## config.mk

```make
export PLATFORM = sky130hd
export DESIGN_NAME = rf_writeback_flat
export DESIGN_NICKNAME = d
export VERILOG_FILES = /design/src/rtl/rf_writeback_pkg.sv /design/src/rtl/rf_writeback_if.sv /design/src/rtl/rf_writeback_load_ext.sv /design/src/rtl/rf_writeback.sv /design/src/flat_wrapper.sv
export SDC_FILE = /design/constraint.sdc
export NUM_CORES = 1
export LEC_CHECK = 0
export BUFFER_PORTS_ARGS = -buffer_cell sky130_fd_sc_hd__buf_4
export CAP_MARGIN = 20
export CORE_AREA = 5 5 127 129
export CTS_BUF_LIST = sky130_fd_sc_hd__clkbuf_2
export DETAILED_ROUTE_END_ITERATION = 16
export DIE_AREA = 0 0 132 134
export PLACE_DENSITY = 0.72
export SYNTH_ARGS = -nofsm -noshare
export SYNTH_HDL_FRONTEND = slang
export SYNTH_SLANG_ARGS = --single-unit
```

## constraint.sdc

```tcl
create_clock -name clk -period 3.5 [get_ports clk]
set_input_delay 0.525 -clock clk [delete_from_list [all_inputs] [get_ports clk]]
set_output_delay 0.525 -clock clk [all_outputs]
set_load 0.005 [all_outputs]
```

## src/rtl/rf_writeback_pkg.sv

```systemverilog
// Shared definitions for the register-file writeback stage.
// Holds the source, destination and load-type encodings, the FSM state type,
// the default widths and the link register number.
`timescale 1ns/1ps

package rf_writeback_pkg;

    localparam int DW_DEF   = 32;
    localparam int AW_DEF   = 5;
    localparam int LINK_REG = 31;

    // Result source. The reserved code behaves like ALU.
    typedef enum logic [1:0] {
        WB_SEL_ALU  = 2'd0,
        WB_SEL_MEM  = 2'd1,
        WB_SEL_LINK = 2'd2,
        WB_SEL_RSVD = 2'd3
    } wb_sel_e;

    // Destination register select. NONE suppresses the write.
    typedef enum logic [1:0] {
        DST_SEL_RT   = 2'd0,
        DST_SEL_RD   = 2'd1,
        DST_SEL_RA   = 2'd2,
        DST_SEL_NONE = 2'd3
    } dst_sel_e;

    // Load width/extension. Codes 5..7 behave like LW.
    typedef enum logic [2:0] {
        LD_LW  = 3'd0,
        LD_LB  = 3'd1,
        LD_LBU = 3'd2,
        LD_LH  = 3'd3,
        LD_LHU = 3'd4
    } ld_type_e;

    typedef enum logic [1:0] {
        ST_IDLE   = 2'd0,
        ST_FORMAT = 2'd1,
        ST_COMMIT = 2'd2,
        ST_HOLD   = 2'd3
    } wb_state_e;

endpackage

```

## src/rtl/rf_writeback_if.sv

```systemverilog
// Upstream retirement handshake between the control FSM (master) and the
// writeback stage (slave).
//   wb_valid/wb_ready : accept handshake
//   wb_sel, dst_sel   : source and destination selects
//   rt, rd            : instruction register fields
//   alu_res, mem_data, pc_plus4 : candidate result values
//   ld_type, byte_off : load extension controls
`timescale 1ns/1ps

interface rf_writeback_if #(
    parameter int DW = 32,
    parameter int AW = 5
);
    logic          wb_valid;
    logic          wb_ready;
    logic [1:0]    wb_sel;
    logic [1:0]    dst_sel;
    logic [AW-1:0] rt;
    logic [AW-1:0] rd;
    logic [DW-1:0] alu_res;
    logic [DW-1:0] mem_data;
    logic [DW-1:0] pc_plus4;
    logic [2:0]    ld_type;
    logic [1:0]    byte_off;

    modport master (
        output wb_valid, wb_sel, dst_sel, rt, rd,
               alu_res, mem_data, pc_plus4, ld_type, byte_off,
        input  wb_ready
    );

    modport slave (
        input  wb_valid, wb_sel, dst_sel, rt, rd,
               alu_res, mem_data, pc_plus4, ld_type, byte_off,
        output wb_ready
    );
endinterface

```

## src/rtl/rf_writeback_load_ext.sv

```systemverilog
// load_ext: combinational load extractor/extender.
//   mem_data : raw aligned word from data memory
//   ld_type  : LW / LB / LBU / LH / LHU (other codes act as LW)
//   byte_off : load address [1:0]; only bit 1 matters for halfwords
//   data     : extended word for the register file
`timescale 1ns/1ps

module load_ext
    import rf_writeback_pkg::*;
#(
    parameter int DW = DW_DEF
) (
    input  logic [DW-1:0] mem_data,
    input  logic [2:0]    ld_type,
    input  logic [1:0]    byte_off,
    output logic [DW-1:0] data
);

    logic [7:0]  byte_v;
    logic [15:0] half_v;

    assign byte_v = mem_data[{byte_off, 3'b000} +: 8];
    assign half_v = mem_data[{byte_off[1], 4'b0000} +: 16];

    always_comb begin
        // NOTE: default assignment first so no path leaves data unassigned (no latch).
        data = mem_data;
        case (ld_type)
            LD_LB:   data = {{(DW-8){byte_v[7]}}, byte_v};
            LD_LBU:  data = {{(DW-8){1'b0}}, byte_v};
            LD_LH:   data = {{(DW-16){half_v[15]}}, half_v};
            LD_LHU:  data = {{(DW-16){1'b0}}, half_v};
            default: data = mem_data;
        endcase
    end

endmodule

```

## src/rtl/rf_writeback.sv

```systemverilog
// rf_writeback: writeback stage in front of the register file.
// Accepts one retiring result per handshake, selects source and destination,
// extends loads, and drives the register-file write port with a one-cycle
// strobe. Sequence: IDLE -> FORMAT -> COMMIT -> HOLD -> IDLE.
// Ports:
//   clk, rstn    : clock, asynchronous active-low reset
//   wb           : upstream handshake (rf_writeback_if.slave)
//   rf_a3, rf_wd : register-file write address / data (held between writes)
//   rf_wr        : register-file write enable, high only in COMMIT
//   wb_done      : one-cycle retirement pulse in HOLD
//   byp_valid, byp_addr, byp_data : pending-write bypass for decode
// Configuration: define RF_WB_BYPASS_EN to enable the bypass outputs;
// otherwise they are tied to zero.
`timescale 1ns/1ps

module rf_writeback
    import rf_writeback_pkg::*;
#(
    parameter int DW = DW_DEF,
    parameter int AW = AW_DEF
) (
    input  logic          clk,
    input  logic          rstn,
    rf_writeback_if.slave wb,
    output logic [AW-1:0] rf_a3,
    output logic [DW-1:0] rf_wd,
    output logic          rf_wr,
    output logic          wb_done,
    output logic          byp_valid,
    output logic [AW-1:0] byp_addr,
    output logic [DW-1:0] byp_data
);

    wb_state_e     state;
    logic          ready_q;
    logic          accept;

    // Captured transaction.
    wb_sel_e       sel_q;
    dst_sel_e      dst_q;
    logic [AW-1:0] rt_q;
    logic [AW-1:0] rd_q;
    logic [DW-1:0] alu_q;
    logic [DW-1:0] mem_q;
    logic [DW-1:0] pc_q;
    logic [2:0]    ld_q;
    logic [1:0]    off_q;

    // Formatted result derived from the captured transaction.
    logic [DW-1:0] ext_data;
    logic [AW-1:0] fmt_addr;
    logic [DW-1:0] fmt_data;
    logic          fmt_we;

    assign wb.wb_ready = ready_q;
    assign accept      = ready_q && wb.wb_valid;

    // NOTE: capture registers carry no reset; they are only consumed after an accept has loaded them.
    always_ff @(posedge clk) begin
        if (accept) begin
            sel_q <= wb_sel_e'(wb.wb_sel);
            dst_q <= dst_sel_e'(wb.dst_sel);
            rt_q  <= wb.rt;
            rd_q  <= wb.rd;
            alu_q <= wb.alu_res;
            mem_q <= wb.mem_data;
            pc_q  <= wb.pc_plus4;
            ld_q  <= wb.ld_type;
            off_q <= wb.byte_off;
        end
    end

    load_ext #(.DW(DW)) u_load_ext (
        .mem_data (mem_q),
        .ld_type  (ld_q),
        .byte_off (off_q),
        .data     (ext_data)
    );

    always_comb begin
        fmt_addr = '0;
        case (dst_q)
            DST_SEL_RT: fmt_addr = rt_q;
            DST_SEL_RD: fmt_addr = rd_q;
            DST_SEL_RA: fmt_addr = AW'(LINK_REG);
            default:    fmt_addr = '0;
        endcase
    end

    always_comb begin
        fmt_data = alu_q;
        case (sel_q)
            WB_SEL_MEM:  fmt_data = ext_data;
            WB_SEL_LINK: fmt_data = pc_q;
            default:     fmt_data = alu_q;
        endcase
    end

    // Writes to $0 or with no destination are dropped.
    assign fmt_we = (dst_q != DST_SEL_NONE) && (fmt_addr != '0);

    // All FSM outputs are registered so the write port sees clean levels.
    always_ff @(posedge clk or negedge rstn) begin
        if (!rstn) begin
            state   <= ST_IDLE;
            ready_q <= 1'b1;
            rf_a3   <= '0;
            rf_wd   <= '0;
            rf_wr   <= 1'b0;
            wb_done <= 1'b0;
        end else begin
            // NOTE: non-blocking assignments so every state register updates from pre-edge values.
            case (state)
                ST_IDLE: begin
                    wb_done <= 1'b0;
                    if (wb.wb_valid) begin
                        ready_q <= 1'b0;
                        state   <= ST_FORMAT;
                    end
                end
                ST_FORMAT: begin
                    rf_a3 <= fmt_addr;
                    rf_wd <= fmt_data;
                    rf_wr <= fmt_we;
                    state <= ST_COMMIT;
                end
                ST_COMMIT: begin
                    rf_wr   <= 1'b0;
                    wb_done <= 1'b1;
                    state   <= ST_HOLD;
                end
                ST_HOLD: begin
                    wb_done <= 1'b0;
                    ready_q <= 1'b1;
                    state   <= ST_IDLE;
                end
                default: begin
                    rf_wr   <= 1'b0;
                    wb_done <= 1'b0;
                    ready_q <= 1'b1;
                    state   <= ST_IDLE;
                end
            endcase
        end
    end

`ifdef RF_WB_BYPASS_EN
    // Capture registers are stable from FORMAT through HOLD, so the formatted
    // values double as the pending write while the stage is busy.
    assign byp_valid = !ready_q && fmt_we;
    assign byp_addr  = byp_valid ? fmt_addr : '0;
    assign byp_data  = byp_valid ? fmt_data : '0;
`else
    assign byp_valid = 1'b0;
    assign byp_addr  = '0;
    assign byp_data  = '0;
`endif

endmodule
```

## src/flat_wrapper.sv

```systemverilog
// flat-port wrapper written by rule: the top's interface ports become plain ports
module rf_writeback_flat import rf_writeback_pkg::*;
#(
    parameter int DW = DW_DEF,
    parameter int AW = AW_DEF
)
  (clk, rstn, rf_a3, rf_wd, rf_wr, wb_done, byp_valid, byp_addr, byp_data, wb_wb_valid, wb_wb_sel, wb_dst_sel, wb_rt, wb_rd, wb_alu_res, wb_mem_data, wb_pc_plus4, wb_ld_type, wb_byte_off, wb_wb_ready);
  rf_writeback_if #(.DW(DW), .AW(AW)) wb_i ();
  input  logic clk;
  input  logic rstn;
  output logic [AW-1:0] rf_a3;
  output logic [DW-1:0] rf_wd;
  output logic rf_wr;
  output logic wb_done;
  output logic byp_valid;
  output logic [AW-1:0] byp_addr;
  output logic [DW-1:0] byp_data;
  input wire logic [$bits(wb_i.wb_valid)-1:0] wb_wb_valid;
  input wire logic [$bits(wb_i.wb_sel)-1:0] wb_wb_sel;
  input wire logic [$bits(wb_i.dst_sel)-1:0] wb_dst_sel;
  input wire logic [$bits(wb_i.rt)-1:0] wb_rt;
  input wire logic [$bits(wb_i.rd)-1:0] wb_rd;
  input wire logic [$bits(wb_i.alu_res)-1:0] wb_alu_res;
  input wire logic [$bits(wb_i.mem_data)-1:0] wb_mem_data;
  input wire logic [$bits(wb_i.pc_plus4)-1:0] wb_pc_plus4;
  input wire logic [$bits(wb_i.ld_type)-1:0] wb_ld_type;
  input wire logic [$bits(wb_i.byte_off)-1:0] wb_byte_off;
  output wire logic [$bits(wb_i.wb_ready)-1:0] wb_wb_ready;
  assign wb_i.wb_valid = wb_wb_valid;
  assign wb_i.wb_sel = wb_wb_sel;
  assign wb_i.dst_sel = wb_dst_sel;
  assign wb_i.rt = wb_rt;
  assign wb_i.rd = wb_rd;
  assign wb_i.alu_res = wb_alu_res;
  assign wb_i.mem_data = wb_mem_data;
  assign wb_i.pc_plus4 = wb_pc_plus4;
  assign wb_i.ld_type = wb_ld_type;
  assign wb_i.byte_off = wb_byte_off;
  assign wb_wb_ready = wb_i.wb_ready;
  rf_writeback #(.DW(DW), .AW(AW)) u_core (.clk(clk), .rstn(rstn), .wb(wb_i), .rf_a3(rf_a3), .rf_wd(rf_wd), .rf_wr(rf_wr), .wb_done(wb_done), .byp_valid(byp_valid), .byp_addr(byp_addr), .byp_data(byp_data));
endmodule
```

==> impl_metrics.json, run 1 <==
{
  "grtUsageTotal": 0.210,
  "tightest_slew_ns": 0.820,
  "start_kind": "flop",
  "outcome": "finished clean",
  "rsz0062_at_grt": "no",
  "maxCapViolCount": 0,
  "num_rows": 45,
  "worstPathMaxFanout": 18,
  "final_cell_mix": "163 x buf_4, 117 x dlygate4sd3_1, 115 x edfxtp_1, 54 x o21ai_0, 41 x dfrtp_1",
  "timing.hold.ws_ns": 0.323,
  "period_share": 0.759,
  "grt_pass1_vias": 5505,
  "gp_congestion": 0.784,
  "cts_htree_levels": 4,
  "p_leak_uw": 0.00372,
  "grt_max_degree": 60,
  "layout.area.seq_sq_um": 4510,
  "ctsLongestPathBuffers": 2,
  "avgSynthCellArea_sq_um": 13.2,
  "worstPathRequired_ns": 4.13,
  "setup_violations": 0,
  "relSlewSlack": 0.453,
  "cp.arrival_ns": 3.29,
  "initial_core_util": 0.458,
  "ys_seq_area_frac": 0.660,
  "ant_nets": 0,
  "wire_per_inst_microns": 18.7,
  "cts_buffers": 17,
  "nets": 912,
  "finalWirelength_microns": 18500,
  "cts_tree": "done",
  "syn2layout_area_growth_pct": 38.3,
  "first_pass_iters": 5,
  "clock_skew_ns": 0.0350,
  "die_area_sq_um": 17700,
  "synthesis.area_sq_um": 6830,
  "multi_input_comb_area_sq_um": 2010,
  "synth_cell_types": 44,
  "drtIter0Drc": 344,
  "final_common_cell": "buf_4",
  "fin_crit_ns": 2.65,
  "grt_pass1_wl_microns": 28900,
  "crit_path_start": "u_core.sel_q[1]$_DFFE_PP_",
  "nFillCells": 1119,
  "ios": 196,
  "synth_edf_count": 115,
  "cts_sinks": 157,
  "dieWidth_microns": 132,
  "final-instance-count-excl-fill": 989,
  "finalHoldViolations": 0,
  "dp.cells": 840,
  "io_buffers": 157,
  "hp-class": "in2async",
  "crit_path_end_kind": "flop",
  "slew_violations": 0,
  "yosysWarnings": 0,
  "synth-seq-cells": 157,
  "synthesis.instances": 516,
  "clock_latency_ns": 0.72,
  "num_vias": 5242,
  "finalInstanceArea_sq_um": 9440,
  "antenna_found_initial": 0,
  "via_per_inst": 5.30,
  "route.detailed.drc": 0,
  "regToRegStartpoint": "u_core.sel_q[1]$_DFFE_PP_",
  "fmaxAchievable_mhz": 377,
  "clock-root-buffer": "clkbuf_2",
  "die_y_microns": 134,
  "post_cts_buffers": 0,
  "place_area_sq_um": 8040,
  "core_area_sq_um": 14900,
  "setup_tns_ns": 0,
  "criticalPathCategory": "reg2reg",
  "fin_util": 0.633,
  "gr-total-overflow": 0,
  "n_antenna_cell": 0,
  "dp_hpwl_microns": 12100,
  "layout-drive-gt1-share": 0.305,
  "clkTransAtPathRegs_ns": 0.22,
  "power_density_nw_per_um2": 631,
  "synth-main-ff-cell": "edfxtp_1",
  "peakVddDrop_v": 0.000395,
  "async_flop_share": 0.268
}
-- layout make-up --
class                      instances  area share
inverter                          12     0.00477
tap                              188      0.0249
multi-input combinational        319       0.213
sequential                       157       0.477
clock inverter                    10      0.0123
timing repair buffer             281       0.256
clock buffer                      22      0.0117
-- report_power, final --
group,internal (uW),switching [uW]
combinational,974,1120
clock,342,622
sequential,2570,323
-- worst paths after layout --
| kind | to | cells past startpoint | slack (ns) |
|---|---|---|---|
| hold / removal | u_core.rf_wd[27]$_DFFE_PN0N_ | 2 | 0.32 |
| setup reg to reg | u_core.rf_wd[6]$_DFFE_PN0N_ | 5 | 0.85 |
| hold reg to reg | u_core.wb.wb_ready$_DFFE_PN1P_ | 2 | 0.52 |
| min in group clk | u_core.rd_q[3]$_DFFE_PP_ | 2 | 0.48 |
| setup / recovery | u_core.rf_wd[6]$_DFFE_PN0N_ | 5 | 0.85 |
| max in group asynchronous | u_core.rf_wd[6]$_DFFE_PN0N_ | 2 | 2.72 |
-- Yosys cell counts (all sizes together), types with 9 or more instances --
library cell,number,area [sq um]
a22oi,18,135
o22ai,17,106
nor2,18,70.1
mux2,21,236
o31ai,9,67.6
inv,11,41.3
nand3b,9,67.6
a21oi,30,154
edfxtp,115,3450
buf,49,354
dfrtp,41,1030
nand2,40,150
o221ai,9,78.8
clkbuf,16,60.1
o21ai,64,358
-- sequential cells by signal, indices dropped and copies added, names as in the netlist --
signal / flops
u_core.rf_wd: 32
u_core.sel_q: 2
u_core.rt_q: 5
u_core.rf_wr: 1
u_core.ld_q: 3
u_core.dst_q: 2
u_core.mem_q: 32
u_core.state: 2
u_core.rd_q: 5
u_core.wb.wb_ready: 1
u_core.alu_q: 32
u_core.wb_done: 1
u_core.rf_a3: 5
u_core.off_q: 2
u_core.pc_q: 32
-- per-stage QoR --
step / power, uW / worst slack, ns
6_report: 5950 / 0.845
5_1_grt: 6320 / 0.733
4_1_cts: 5980 / 0.899
3_5_place_dp: 4900 / 0.969
3_3_place_gp: 4810 / 1.09
2_1_floorplan: 4020 / 1.08
-- what timing repair did --
| action | CTS | global route |
|---|---|---|
| setup endpoints to repair | 0 | 0 |
| endpoints found under the hold margin | 157 | 0 |
| hold buffers | 117 | 0 |
| resized for setup | 0 | 0 |
-- cells by family (layout without fill, tap and decap cells) --
kind of cell | after synthesis | after routing | synth area share
AOI/OAI and AO/OA | 169 | 169 | 0.163
xor gates and xnor gates | 3 | 3 | 0.00385
adders and majority gates | 7 | 7 | 0.0125
buffers and inverters | 77 | 325 | 0.0673
DFF | 157 | 157 | 0.660
muxes | 24 | 24 | 0.0409
other | 1 | 38 | 0.000549
and+or+nand+nor | 78 | 78 | 0.0521
-- worst max-delay path, stage by stage (launching register included) --
cell and delay (ns):
edfxtp_1 0.44, ha_1 0.72, clkinv_1 0.71, nand2_1 0.47, a21oi_1 0.09, a21oi_1 0.13
-- per-layer routing --
metal	routed length, microns	vias to the layer above	GRT usage
met5	0	-	0
met4	410	0	0.0749
met3	1560	35	0.0578
met2	9040	274	0.354
met1	7460	2511	0.259
li1	-	2422	-
Power figures use the tool's default switching activity.
==> run 2, diff against run 1 <==
--- a/config.mk
+++ b/config.mk
@@ -11,7 +11,7 @@
 export CTS_BUF_LIST = sky130_fd_sc_hd__clkbuf_2
 export DETAILED_ROUTE_END_ITERATION = 16
 export DIE_AREA = 0 0 132 134
-export PLACE_DENSITY = 0.72
+export PLACE_DENSITY = 0.69
 export SYNTH_ARGS = -nofsm -noshare
 export SYNTH_HDL_FRONTEND = slang
 export SYNTH_SLANG_ARGS = --single-unit
==> constraint.sdc (replaced) <==
create_clock -name clk -period 2.54 [get_ports clk]
set_input_delay 0.381 -clock clk [delete_from_list [all_inputs] [get_ports clk]]
set_output_delay 0.381 -clock clk [all_outputs]
set_load 0.005 [all_outputs]
==> impl_metrics.json, run 2 (same netlist as run 1, synthesis figures left out) <==
{
  "core_area_sq_um": 14900,
  "dp_hpwl_microns": 12200,
  "post_cts_buffers": 0,
  "initial_core_util": 0.458,
  "criticalPathCategory": "reg2reg",
  "clock_skew_ns": 0.0411,
  "slew_violations": 0,
  "peakVddDrop_v": 0.000470,
  "route.detailed.drc": 0,
  "layout.area.seq_sq_um": 4510,
  "period_share": 0.886,
  "antenna_found_initial": 1,
  "cts_tree": "done",
  "nFillCells": 1091,
  "nets": 918,
  "crit_path_end_kind": "flop",
  "syn2layout_area_growth_pct": 40.0,
  "finalHoldViolations": 0,
  "start_kind": "flop",
  "clock_latency_ns": 0.74,
  "cp.arrival_ns": 2.84,
  "grt_pass1_vias": 5480,
  "dieWidth_microns": 132,
  "ios": 196,
  "grtUsageTotal": 0.210,
  "io_buffers": 157,
  "clock-root-buffer": "clkbuf_2",
  "setup_tns_ns": 0,
  "finalInstanceArea_sq_um": 9560,
  "p_leak_uw": 0.00376,
  "ant_nets": 0,
  "worstPathMaxFanout": 16,
  "final_common_cell": "buf_4",
  "grt_max_degree": 43,
  "cts_sinks": 157,
  "num_vias": 5202,
  "crit_chain": "mux4_2 -> nor2_2 -> a21oi_2 -> o2111ai_4 -> o21ai_0",
  "finalWirelength_microns": 18300,
  "fin_crit_ns": 2.25,
  "final_cell_mix": "167 x buf_4, 117 x dlygate4sd3_1, 115 x edfxtp_1, 54 x o21ai_0, 41 x dfrtp_1",
  "power_uw": 8420,
  "first_pass_iters": 5,
  "grt_pass1_wl_microns": 29200,
  "critPathSlowestCell": "mux4_2",
  "via_per_inst": 5.22,
  "place_area_sq_um": 8110,
  "multi_input_comb_area_sq_um": 2010,
  "cts_buffers": 17,
  "setup_violations": 0,
  "clkTransAtPathRegs_ns": 0.25,
  "worstPathRequired_ns": 3.13,
  "rsz0062_at_grt": "no",
  "cts_htree_levels": 4,
  "wire_per_inst_microns": 18.3,
  "tightest_slew_ns": 0.810,
  "hp-class": "in2async",
  "outcome": "finished clean",
  "critPathMaxStageDelay_ns": 0.59,
  "relSlewSlack": 0.457,
  "dp.cells": 846,
  "cts_resized": 0,
  "die_y_microns": 134,
  "num_rows": 45,
  "fmaxAchievable_mhz": 444,
  "gr-total-overflow": 0,
  "power_density_nw_per_um2": 881,
  "die_area_sq_um": 17700,
  "maxCapViolCount": 0,
  "gp_congestion": 0.904,
  "layout-drive-gt1-share": 0.310,
  "final-instance-count-excl-fill": 997,
  "drtIter0Drc": 280,
  "ctsLongestPathBuffers": 2
}
-- run 2: cell types whose count changed in the layout (fill, tap and decap cells not counted) --
cell	delta
buf_12	+2
buf_4	+4
bufinv_16	+1
clkbuf_2	-5
clkinv_2	-1
clkinvlp_4	+1
diode_2	+2
inv_6	+4
-- run 2: stage by stage --
step / util / setup WS [ns] / hold slack [ns]
finish: 0.641 / 0.290 / 0.136
global route: 0.641 / 0.180 / 0.0833
CTS: 0.640 / 0.276 / 0.0828
detailed placement: 0.544 / 0.305 / 0.431
global placement: 0.544 / 0.441 / 0.411
floorplan: - / 0.123 / 0.0854
-- run 2: report_power, final --
part | leakage (uW) | switching [uW] | internal (uW)
registers | 0.00156 | 434 | 3540
logic | 0.00205 | 1550 | 1410
clock network | 0.000152 | 929 | 564
-- run 2: layout make-up --
type,count,share of cell area
multi-input cells,319,0.211
inverters,12,0.00471
clock inverters,15,0.0192
clock buffers,17,0.00890
well taps,188,0.0246
repair buffers,287,0.260
flip-flops and latches,157,0.471
diodes,2,0.000524
-- run 2: layer usage --
metal / wire [microns] / vias to the layer above / part of all wire / global-route usage
li1: - / 2437 / - / -
met1: 7410 / 2472 / 0.41 / 0.261
met2: 9030 / 257 / 0.49 / 0.345
met3: 1400 / 36 / 0.077 / 0.0649
met4: 448 / 0 / 0.024 / 0.0823
met5: 0 / - / 0 / 0
-- run 2: final timing paths --
path	startpoint	endpoint	slack, ns	depth (start not counted)
worst max-delay path	u_core.off_q[0]$_DFFE_PP_	u_core.rf_wd[16]$_DFFE_PN0N_	0.29	5
worst min-delay path	rstn	u_core.rf_wd[19]$_DFFE_PN0N_	0.14	2
worst max register to register	u_core.off_q[0]$_DFFE_PP_	u_core.rf_wd[16]$_DFFE_PN0N_	0.29	5
worst min register to register	u_core.wb.wb_ready$_DFFE_PN1P_	u_core.wb.wb_ready$_DFFE_PN1P_	0.53	2
max in group asynchronous	rstn	u_core.rf_wd[27]$_DFFE_PN0N_	1.96	2
min in group clk	wb_pc_plus4[31]	u_core.pc_q[31]$_DFFE_PP_	0.33	2
-- run 2: critical path: cells and delay by family, from the launching register on --
family	cells	cell delay, ns
compound gates	3	0.81
simple gates	1	0.15
mux	1	0.59
flops	1	0.53
-- run 2: what timing repair did --
item,4_1_cts,5_1_grt
hold endpoints to repair,160,0
endpoints found under the setup margin,0,0
hold buffers,117,0
